===== config.mk =====
export PLATFORM = sky130hd
export DESIGN_NAME = text_cursor_writer
export DESIGN_NICKNAME = d
export VERILOG_FILES = /design/src/rtl/text_cursor_writer.sv
export SDC_FILE = /design/constraint.sdc
export NUM_CORES = 1
export LEC_CHECK = 0
export BUFFER_PORTS_ARGS = -buffer_cell sky130_fd_sc_hd__buf_2
export CORE_UTILIZATION = 37
export CTS_BUF_LIST = sky130_fd_sc_hd__clkbuf_16
export DETAILED_ROUTE_END_ITERATION = 8
export GPL_TIMING_DRIVEN = 0
export RECOVER_POWER = 100
export SYNTH_ARGS = -nofsm -noshare
export SYNTH_HDL_FRONTEND = slang
export SYNTH_SLANG_ARGS = --single-unit

===== constraint.sdc =====
create_clock -name clk -period 2.7 [get_ports clk]
set_clock_uncertainty 0.1 [all_clocks]
set_input_delay 0.675 -clock clk [delete_from_list [all_inputs] [get_ports clk]]
set_output_delay 0.675 -clock clk [all_outputs]
set_load 0.1 [all_outputs]

===== src/rtl/text_cursor_writer.sv =====
// Turns a byte stream into single-cell text-buffer writes, tracking the cursor and handling
// CR/LF/BS/FF. Clears the whole screen after reset or FF, and each new line as it is entered.
module text_cursor_writer #(
  parameter int unsigned ROW_NUMBER     = 15,
  parameter int unsigned COL_NUMBER     = 40,
  parameter int unsigned CHAR_ID_LENGTH = 8,
  parameter int unsigned ROW_BIT_LEN    = 4,
  parameter int unsigned COL_BIT_LEN    = 6,
  parameter logic [CHAR_ID_LENGTH-1:0] BLANK_CHAR = 8'h20
) (
  input  logic                      clk,
  input  logic                      reset,
  input  logic [7:0]                in_data,
  input  logic                      in_valid,
  output logic                      in_ready,
  output logic                      wr_en,
  output logic [ROW_BIT_LEN-1:0]    wr_row,
  output logic [COL_BIT_LEN-1:0]    wr_col,
  output logic [CHAR_ID_LENGTH-1:0] wr_char,
  output logic [ROW_BIT_LEN-1:0]    cursor_row,
  output logic [COL_BIT_LEN-1:0]    cursor_col,
  output logic                      busy
);

  localparam logic [ROW_BIT_LEN-1:0] LastRow = ROW_BIT_LEN'(ROW_NUMBER - 1);
  localparam logic [COL_BIT_LEN-1:0] LastCol = COL_BIT_LEN'(COL_NUMBER - 1);

  typedef enum logic [1:0] {StClearAll, StIdle, StClearRow} state_e;

  state_e                    state_q;
  logic [ROW_BIT_LEN-1:0]    cur_row_q, clr_row_q;
  logic [COL_BIT_LEN-1:0]    cur_col_q, clr_col_q;
  logic                      clr_last_q;
  logic                      wr_en_q;
  logic [ROW_BIT_LEN-1:0]    wr_row_q;
  logic [COL_BIT_LEN-1:0]    wr_col_q;
  logic [CHAR_ID_LENGTH-1:0] wr_char_q;
  logic                      printable;

  function automatic logic [ROW_BIT_LEN-1:0] next_row(input logic [ROW_BIT_LEN-1:0] r);
    return (r == LastRow) ? '0 : r + ROW_BIT_LEN'(1);
  endfunction

  assign printable = (in_data >= 8'h20) && (in_data <= 8'h7E);

  always_ff @(posedge clk) begin
    if (reset) begin
      state_q    <= StClearAll;
      cur_row_q  <= '0;
      cur_col_q  <= '0;
      clr_row_q  <= '0;
      clr_col_q  <= '0;
      clr_last_q <= 1'b0;
      wr_en_q    <= 1'b0;
      wr_row_q   <= '0;
      wr_col_q   <= '0;
      wr_char_q  <= '0;
    end else begin
      wr_en_q <= 1'b0;
      unique case (state_q)
        StClearAll: begin
          // clr_last_q marks that the final cell went out on the previous edge.
          if (clr_last_q) begin
            state_q    <= StIdle;
            clr_last_q <= 1'b0;
          end else begin
            wr_en_q    <= 1'b1;
            wr_row_q   <= clr_row_q;
            wr_col_q   <= clr_col_q;
            wr_char_q  <= BLANK_CHAR;
            clr_last_q <= (clr_row_q == LastRow) && (clr_col_q == LastCol);
            if (clr_col_q == LastCol) begin
              clr_col_q <= '0;
              clr_row_q <= next_row(clr_row_q);
            end else begin
              clr_col_q <= clr_col_q + COL_BIT_LEN'(1);
            end
          end
        end
        StClearRow: begin
          if (clr_last_q) begin
            state_q    <= StIdle;
            clr_last_q <= 1'b0;
          end else begin
            wr_en_q    <= 1'b1;
            wr_row_q   <= cur_row_q;
            wr_col_q   <= clr_col_q;
            wr_char_q  <= BLANK_CHAR;
            clr_last_q <= (clr_col_q == LastCol);
            clr_col_q  <= clr_col_q + COL_BIT_LEN'(1);
          end
        end
        StIdle: begin
          clr_row_q  <= '0;
          clr_col_q  <= '0;
          clr_last_q <= 1'b0;
          if (in_valid) begin
            if (printable) begin
              wr_en_q   <= 1'b1;
              wr_row_q  <= cur_row_q;
              wr_col_q  <= cur_col_q;
              wr_char_q <= CHAR_ID_LENGTH'(in_data);
              if (cur_col_q == LastCol) begin
                cur_col_q <= '0;
                cur_row_q <= next_row(cur_row_q);
                state_q   <= StClearRow;
              end else begin
                cur_col_q <= cur_col_q + COL_BIT_LEN'(1);
              end
            end else begin
              unique case (in_data)
                8'h0A: begin
                  cur_col_q <= '0;
                  cur_row_q <= next_row(cur_row_q);
                  state_q   <= StClearRow;
                end
                8'h0D: cur_col_q <= '0;
                8'h08: begin
                  // Backspace never crosses back into the previous line.
                  if (cur_col_q != '0) begin
                    cur_col_q <= cur_col_q - COL_BIT_LEN'(1);
                    wr_en_q   <= 1'b1;
                    wr_row_q  <= cur_row_q;
                    wr_col_q  <= cur_col_q - COL_BIT_LEN'(1);
                    wr_char_q <= BLANK_CHAR;
                  end
                end
                8'h0C: begin
                  cur_row_q <= '0;
                  cur_col_q <= '0;
                  state_q   <= StClearAll;
                end
                default: ;
              endcase
            end
          end
        end
        default: state_q <= StClearAll;
      endcase
    end
  end

  assign in_ready   = (state_q == StIdle);
  assign busy       = ~in_ready;
  assign wr_en      = wr_en_q;
  assign wr_row     = wr_row_q;
  assign wr_col     = wr_col_q;
  assign wr_char    = wr_char_q;
  assign cursor_row = cur_row_q;
  assign cursor_col = cur_col_q;

endmodule


; ---- After elaboration in Yosys (flattened, before gate mapping)
; Cells that the tools add are included.
[totals]
ram_bits = 0
rom_bits = 0
latch_bits = 0
n_memories = 0
out_inout_bits = 31
in_bits = 11
word_cells = 107
register_bits = 42
[classes]
bitwise_logic = 1
n_reduce_logical = 18
mul = 0
n_div = 0
n_shift = 0
add_sub_neg = 5
eq_ne = 22
muxes = 49
magnitude_cmp = 2
[ops]
columns = cell, count
row1 = 6-bit two-way mux, 10
row2 = 4-bit two-way mux, 12
row3 = 8-bit two-way mux, 5
row4 = 8-bit by 4-bit == test with 1-bit output (second input constant), 4
row5 = 6-bit one-hot mux with 2 select lines, 2
row6 = 6-bit one-hot mux with 3 select lines, 1
row7 = 4-bit one-hot mux with 2 select lines, 2
row8 = 8-bit one-hot mux with 2 select lines, 1
row9 = 6-bit by 1-bit adder with 6-bit output (second input constant), 2
row10 = 6-bit == test (second input constant), 2
row11 = 4-bit one-hot mux with 3 select lines, 1
row12 = 4-bit AND reduction, 3
row13 = 2-bit != test (second input constant), 5
row14 = 3-bit nonzero test, 3
row15 = 4-bit by 1-bit adder with 4-bit output (second input constant), 2
row16 = 4-bit == test (second input constant), 2
row17 = 8-bit by 6-bit >= comparator with 1-bit output (second input constant), 1
row18 = 8-bit by 7-bit less-or-equal comparator with 1-bit output (second input constant), 1
row19 = 2-bit two-way mux, 4
row20 = 2-bit one-hot mux with 2 select lines, 2
row21 = 1-bit two-way mux, 7
row22 = 3-bit by 1-bit != test with 1-bit output (second input constant), 2
row23 = 3-bit AND reduction, 2
row24 = 6-bit AND reduction, 1
row25 = other kinds (17), 20

; ---- Logic depth before layout (Yosys ltp)
[logic_depth]
depth_word = 6
ltp_mapped = 9
depth_no_buf = 8

; ---- Worst setup path after synthesis
; Ideal clock, no wire load.
[synth_timing]
path_kind = reg-to-reg
startpoint = register cur_col_q[0], in the netlist cursor_col[0]
endpoint = register cur_col_q[4], in the netlist cursor_col[4]
path_stages_with_launch = 9
synth_period_minus_slack_ns = 2.997
required_time_ns = 2.509
path_buffers = 1
setup_slack_ns = -0.297
setup_ns = 0.091
arrival_ns = 2.806
path_cell_list = dfxtp_1 -> clkbuf_1 -> inv_1 -> ha_1 -> and3_1 -> or4_4 -> a31oi_4 -> a21oi_1 -> a311oi_1
[synth_via]
elab_chain_len = 4
word_cells_on_any_way = 10
classes_between = 2 x add/sub / 2 x eq/ne / 4 x mux / 2 x reduce/logical
[synth_rtl]
columns = item, line_no
row1 = "start, declared", 32  ; logic [COL_BIT_LEN-1:0] cur_col_q, clr_col_q;
row2 = "start signal, assigned", 108  ; cur_col_q <= cur_col_q + COL_BIT_LEN'(1);
row3 = "start signal, assigned", 121  ; cur_col_q <= cur_col_q - COL_BIT_LEN'(1);
row4 = 6-bit by 1-bit subtractor with 6-bit output, 121
row5 = 6-bit two-way mux, 120  ; if (cur_col_q != '0) begin
row6 = 6-bit one-hot mux with 2 select lines, 111  ; unique case (in_data)
row7 = 6-bit two-way mux, 98  ; if (printable) begin
; Parallel ways exist; a longest one is shown, timed or not. The select of a mux whose other input is x is not followed.
; A chain may end at the register's enable or synchronous reset.

; ---- Worst setup path in the final report
[layout_timing]
startpoint = register state_q[1]
endpoint = output busy
[layout_via]
elab_chain_len = 2
[layout_rtl]
columns = item, line_no
row1 = "start, declared", 30  ; state_e state_q;
row2 = "start signal, assigned", 48  ; state_q <= StClearAll;
row3 = "start signal, assigned", 64  ; state_q <= StIdle;
row4 = "start signal, assigned", 82  ; state_q <= StIdle;
row5 = 2-bit by 1-bit == test with 1-bit output, 143  ; assign in_ready = (state_q == StIdle);
row6 = 1-bit NOT, 144  ; assign busy = ~in_ready;
row7 = "end, declared", 22  ; output logic busy
; Every way passes these cells.

==> impl.org <==
** Yosys
- Predominant post-synthesis flop cell :: sky130_fd_sc_hd__dfxtp_1
- The number of nets handed over by synthesis was approximately 330.
- After technology mapping, the gate count stands at 303.
- During synthesis, Yosys emitted a total of 0 warnings.
- The synthesized netlist contains 53 unique library cells.
- Mean post-synth cell area :: around 8.1 sq um
- The cell area that synthesis handed to floorplanning was roughly 2500 sq um.
- Sequential elements use approximately 34% of the synthesized area.
- Counting flops with a built-in enable in the synthesized netlist gives 0.
- The synthesized design contains 42 register bits.
- Async set-or-reset flop fraction in the synthesized netlist :: 0%

** Floorplanning
- After floorplanning, the core was divided into 29 placement rows.
- For this configuration, the core starts out at a cell density of between 30% and 40%.
- Die W :: between 80 and 90 microns
- The region available for standard cell placement spans ~6400 sq um.
- In this run the count of I/O pins placed on the die edge is 42.
- Die outline area :: 7000 sq um
- The die is 83.7 microns tall.

** Drt
- Remaining design rule violation count :: 0
- The pre-antenna-repair detailed-routing pass consisted of 5 iterations.
- For this block, the via count after detailed routing is 2379.
- Average routed wire per standard cell :: around 15 microns
- Per-cell via count in the routed design :: 5.57
- Overall routed net length :: 6460 microns
- Antenna-violating nets left :: 0
- Initial detailed-routing violation count :: 85

** Layout
- Non-Filler Cell Area, Final :: around 2900 sq um
- Area of the multi-input gates :: ~1500 sq um
- The final layout contains 371 nets.
- Fraction of final layout cells with drive strength greater than 1 :: 9.71%
- Counting the fill cells in the layout gives just under 700.
- Relative to the synthesized area, the layout overhead comes to 17.4%.
- The repair_antennas step left the layout with diodes totalling 0.
- Sequential cell area :: approximately 840 sq um

** Placed design
- The congestion estimate from routability-driven global placement came to a little under 0.9.
- Area post-placement :: approximately 2800 sq um
- # port buffers :: between 40 and 50
- Pre-CTS worst setup slack :: -0.0327 ns
- After legalization and detailed placement, the total HPWL measured 4780 microns.

** Timing
- RSZ-0062 raised after global routing :: false
- Setup TNS after final layout :: 0 ns
- The max-slew violation total from the final report came to 0.
- Min Clock Period, post-route :: 2.52 ns
- Setup violations remaining at the end of the flow were counted as 0.
- The worst path meets setup with approximately 0.18 ns of slack.
- The final hold violation count was 0.
- Headroom to the max-slew limit came out at 22.5%.
- Transition at the pin with the smallest max-transition slack :: 1.17 ns
- Final hold analysis gives a worst-case slack of ~0.37 ns.
- Derived from the worst setup path, the maximum achievable clock frequency is a little under 400 MHz.
- Share of the clock period used by the worst path after layout :: 93.3%

** Setup path
- Top fanout value on the critical path :: 9
- Setup slack on the worst flop-to-flop path :: between 0.2 and 0.25 ns
- Setup Crit Path Kind :: flip-flop to primary output
- Data arrival at the endpoint of the critical path :: approximately 1.7 ns
- Required time reported for the critical path endpoint :: 1.92 ns
- Kind of start point of the critical path :: flip-flop
- CP endpoint kind :: primary output

** Global routing
- GRT Total Usage :: about 19%
- Wire length of the first global-routing pass :: around 11000 microns
- Summed over all layers, the global routing overflow is 0.
- The number of antenna violations at the first check in global routing was 0.
- Via count of the first global-routing pass :: 2181
- Maximum number of pins on one net before global-route repair :: 14

** Clock tree
- Counting the buffers created by CTS gives 5.
- The longest clock path from root to sink contains 2 buffers.
- Total number of clock tree sinks :: 42
- TritonCTS built the clock tree.
- Clock network latency to the later pin of the worst-skew pair :: 0.28 ns
- In this run the number of H-tree levels came out at 2.
- Clock-pin slew was measured on the worst setup and hold paths at 0.06 ns.
- Root buffer selected by CTS :: sky130_fd_sc_hd__clkbuf_16
- Post-CTS timing repair inserted 0 buffers for setup.

** Min path
- Class of the tightest hold or removal check :: flip-flop to flip-flop

** Outcome
- Outcome :: complete, no violations

** Power
- The worst-case IR drop observed on VDD is 0.282 mV.
- Power per cell area :: between 400 and 500 nW/um^2
- For this design the static power due to leakage is between 1 and 1.5 nW.

** Run
- The tool flagged a number of max-cap violations equal to 0.
worst paths after layout:
check / startpoint / endpoint / depth (start not counted)
max: state_q[1]$_SDFFE_PP0P_ / busy / 4
min: wr_col[5]$_SDFFE_PP0P_ / wr_col[5]$_SDFFE_PP0P_ / 2
max reg2reg: cursor_col[0]$_SDFFE_PP0P_ / cursor_col[5]$_SDFFE_PP0P_ / 7
min reg2reg: wr_col[5]$_SDFFE_PP0P_ / wr_col[5]$_SDFFE_PP0P_ / 2
stage by stage:
stage | total power [mW] | util, % | cells
finish | 1.43 | 45.4 | 427
detailed placement | 0.766 | 43.4 | 421
global route | 1.48 | 45.4 | 427
floorplan | 0.728 | - | 303
global placement | 0.766 | 43.4 | 421
CTS | 1.45 | 46.0 | 429
cells in the mapped netlist, drive strengths merged (2+ instances only):
cell / count / area share [%]
a211oi: 5 / 1.5
a21o: 6 / 1.8
a21oi: 35 / 7.1
a311oi: 8 / 2.8
a31oi: 3 / 1.4
and2: 2 / 0.51
and3: 3 / 0.76
buf: 6 / 1.2
clkbuf: 10 / 1.5
dfxtp: 42 / 34
ha: 11 / 5.6
inv: 7 / 1.1
mux2i: 7 / 2.8
nand2: 19 / 2.9
nand2b: 6 / 1.5
nand3: 16 / 3.2
nand4: 4 / 1.0
nor2: 29 / 4.5
nor2b: 3 / 0.76
nor3: 4 / 0.81
nor3b: 8 / 2.4
nor4: 3 / 1.4
o2111ai: 2 / 0.71
o211ai: 3 / 0.91
o21ai: 23 / 4.7
o21bai: 2 / 0.61
o22ai: 3 / 0.76
o41ai: 2 / 1.0
or3: 6 / 1.5
or4: 2 / 0.76
xnor2: 4 / 1.4
xor2: 5 / 1.8
kinds of logic after synthesis:
| logic type | count (synthesis) | synth area share [%] |
|---|---|---|
| AOI/OAI and AO/OA | 100 | 26.3 |
| xor gates and xnor gates | 9 | 3.19 |
| adders and majority gates | 11 | 5.58 |
| buffers and inverters | 23 | 3.80 |
| DFF | 42 | 34.1 |
| muxes | 7 | 2.84 |
| and+or+nand+nor | 111 | 24.2 |
placed cells by master, fill, tap and decap left out, types with 2 or more instances in the layout:
cell type and instances:
sky130_fd_sc_hd__dfxtp_1 40, sky130_fd_sc_hd__clkbuf_1 36, sky130_fd_sc_hd__a21oi_1 35, sky130_fd_sc_hd__nor2_1 28, sky130_fd_sc_hd__o21ai_0 23, sky130_fd_sc_hd__nand2_1 19
sky130_fd_sc_hd__nand3_1 16, sky130_fd_sc_hd__buf_2 13, sky130_fd_sc_hd__ha_1 10, sky130_fd_sc_hd__inv_1 8, sky130_fd_sc_hd__a311oi_1 8, sky130_fd_sc_hd__nor3b_1 8
sky130_fd_sc_hd__mux2i_1 7, sky130_fd_sc_hd__a21o_1 6, sky130_fd_sc_hd__or3_1 6, sky130_fd_sc_hd__nand2b_1 6, sky130_fd_sc_hd__a211oi_1 5, sky130_fd_sc_hd__xor2_1 5
sky130_fd_sc_hd__clkbuf_16 5, sky130_fd_sc_hd__nor3_1 4, sky130_fd_sc_hd__nand4_1 4, sky130_fd_sc_hd__xnor2_1 4, sky130_fd_sc_hd__clkbuf_2 4, sky130_fd_sc_hd__and3_1 3
sky130_fd_sc_hd__nor2b_1 3, sky130_fd_sc_hd__o211ai_1 3, sky130_fd_sc_hd__o22ai_1 3, sky130_fd_sc_hd__and2_1 2, sky130_fd_sc_hd__o21bai_1 2, sky130_fd_sc_hd__o2111ai_1 2
sky130_fd_sc_hd__or4_1 2, sky130_fd_sc_hd__a31oi_1 2, sky130_fd_sc_hd__nor4_1 2, sky130_fd_sc_hd__dfxtp_2 2
per-layer routing:
| layer | track usage, % | vias to the layer above | part of all wire, % |
|---|---|---|---|
| met1 | 27.9 | 1107 | 51 |
| li1 | - | 1219 | - |
| met2 | 28.3 | 43 | 44 |
| met5 | 0 | - | 0 |
| met3 | 3.86 | 10 | 3.7 |
| met4 | 6.16 | 0 | 1.6 |
state kept, by name, summed over array words and instances (netlist names):
signal,flops
wr_char,8
wr_en,1
clr_row_q,4
wr_col,6
cursor_row,4
clr_last_q,1
wr_row,4
state_q,2
clr_col_q,6
cursor_col,6
final cells by class:
| cell class | count | area share [%] |
|---|---|---|
| timing repair buffer | 41 | 5.96 |
| buffer | 14 | 2.03 |
| sequential | 42 | 29.1 |
| multi-input combinational | 238 | 52.9 |
| clock inverter | 3 | 1.43 |
| clock buffer | 5 | 4.32 |
| tap | 77 | 3.33 |
| inverter | 7 | 0.907 |
repair_timing:
| action | 4_1_cts | 5_1_grt |
|---|---|---|
| resized for setup | 0 | 3 |
| hold buffers | 0 | 0 |
| endpoints found under the setup margin | 0 | 19 |
| endpoints found under the hold margin | 0 | 0 |
where the power goes:
part	total (mW)	switching (mW)	internal [mW]
registers	0.637	0.00895	0.628
logic	0.117	0.0822	0.0344
clock network	0.679	0.246	0.433
worst max-delay path, cell delays in order, from the launching register on:
cell and delay [ns]:
sky130_fd_sc_hd__dfxtp_1 0.39, sky130_fd_sc_hd__inv_1 0.11, sky130_fd_sc_hd__ha_2 0.26, sky130_fd_sc_hd__inv_1 0.22, sky130_fd_sc_hd__buf_2 0.48
Power figures use the tool's default switching activity.
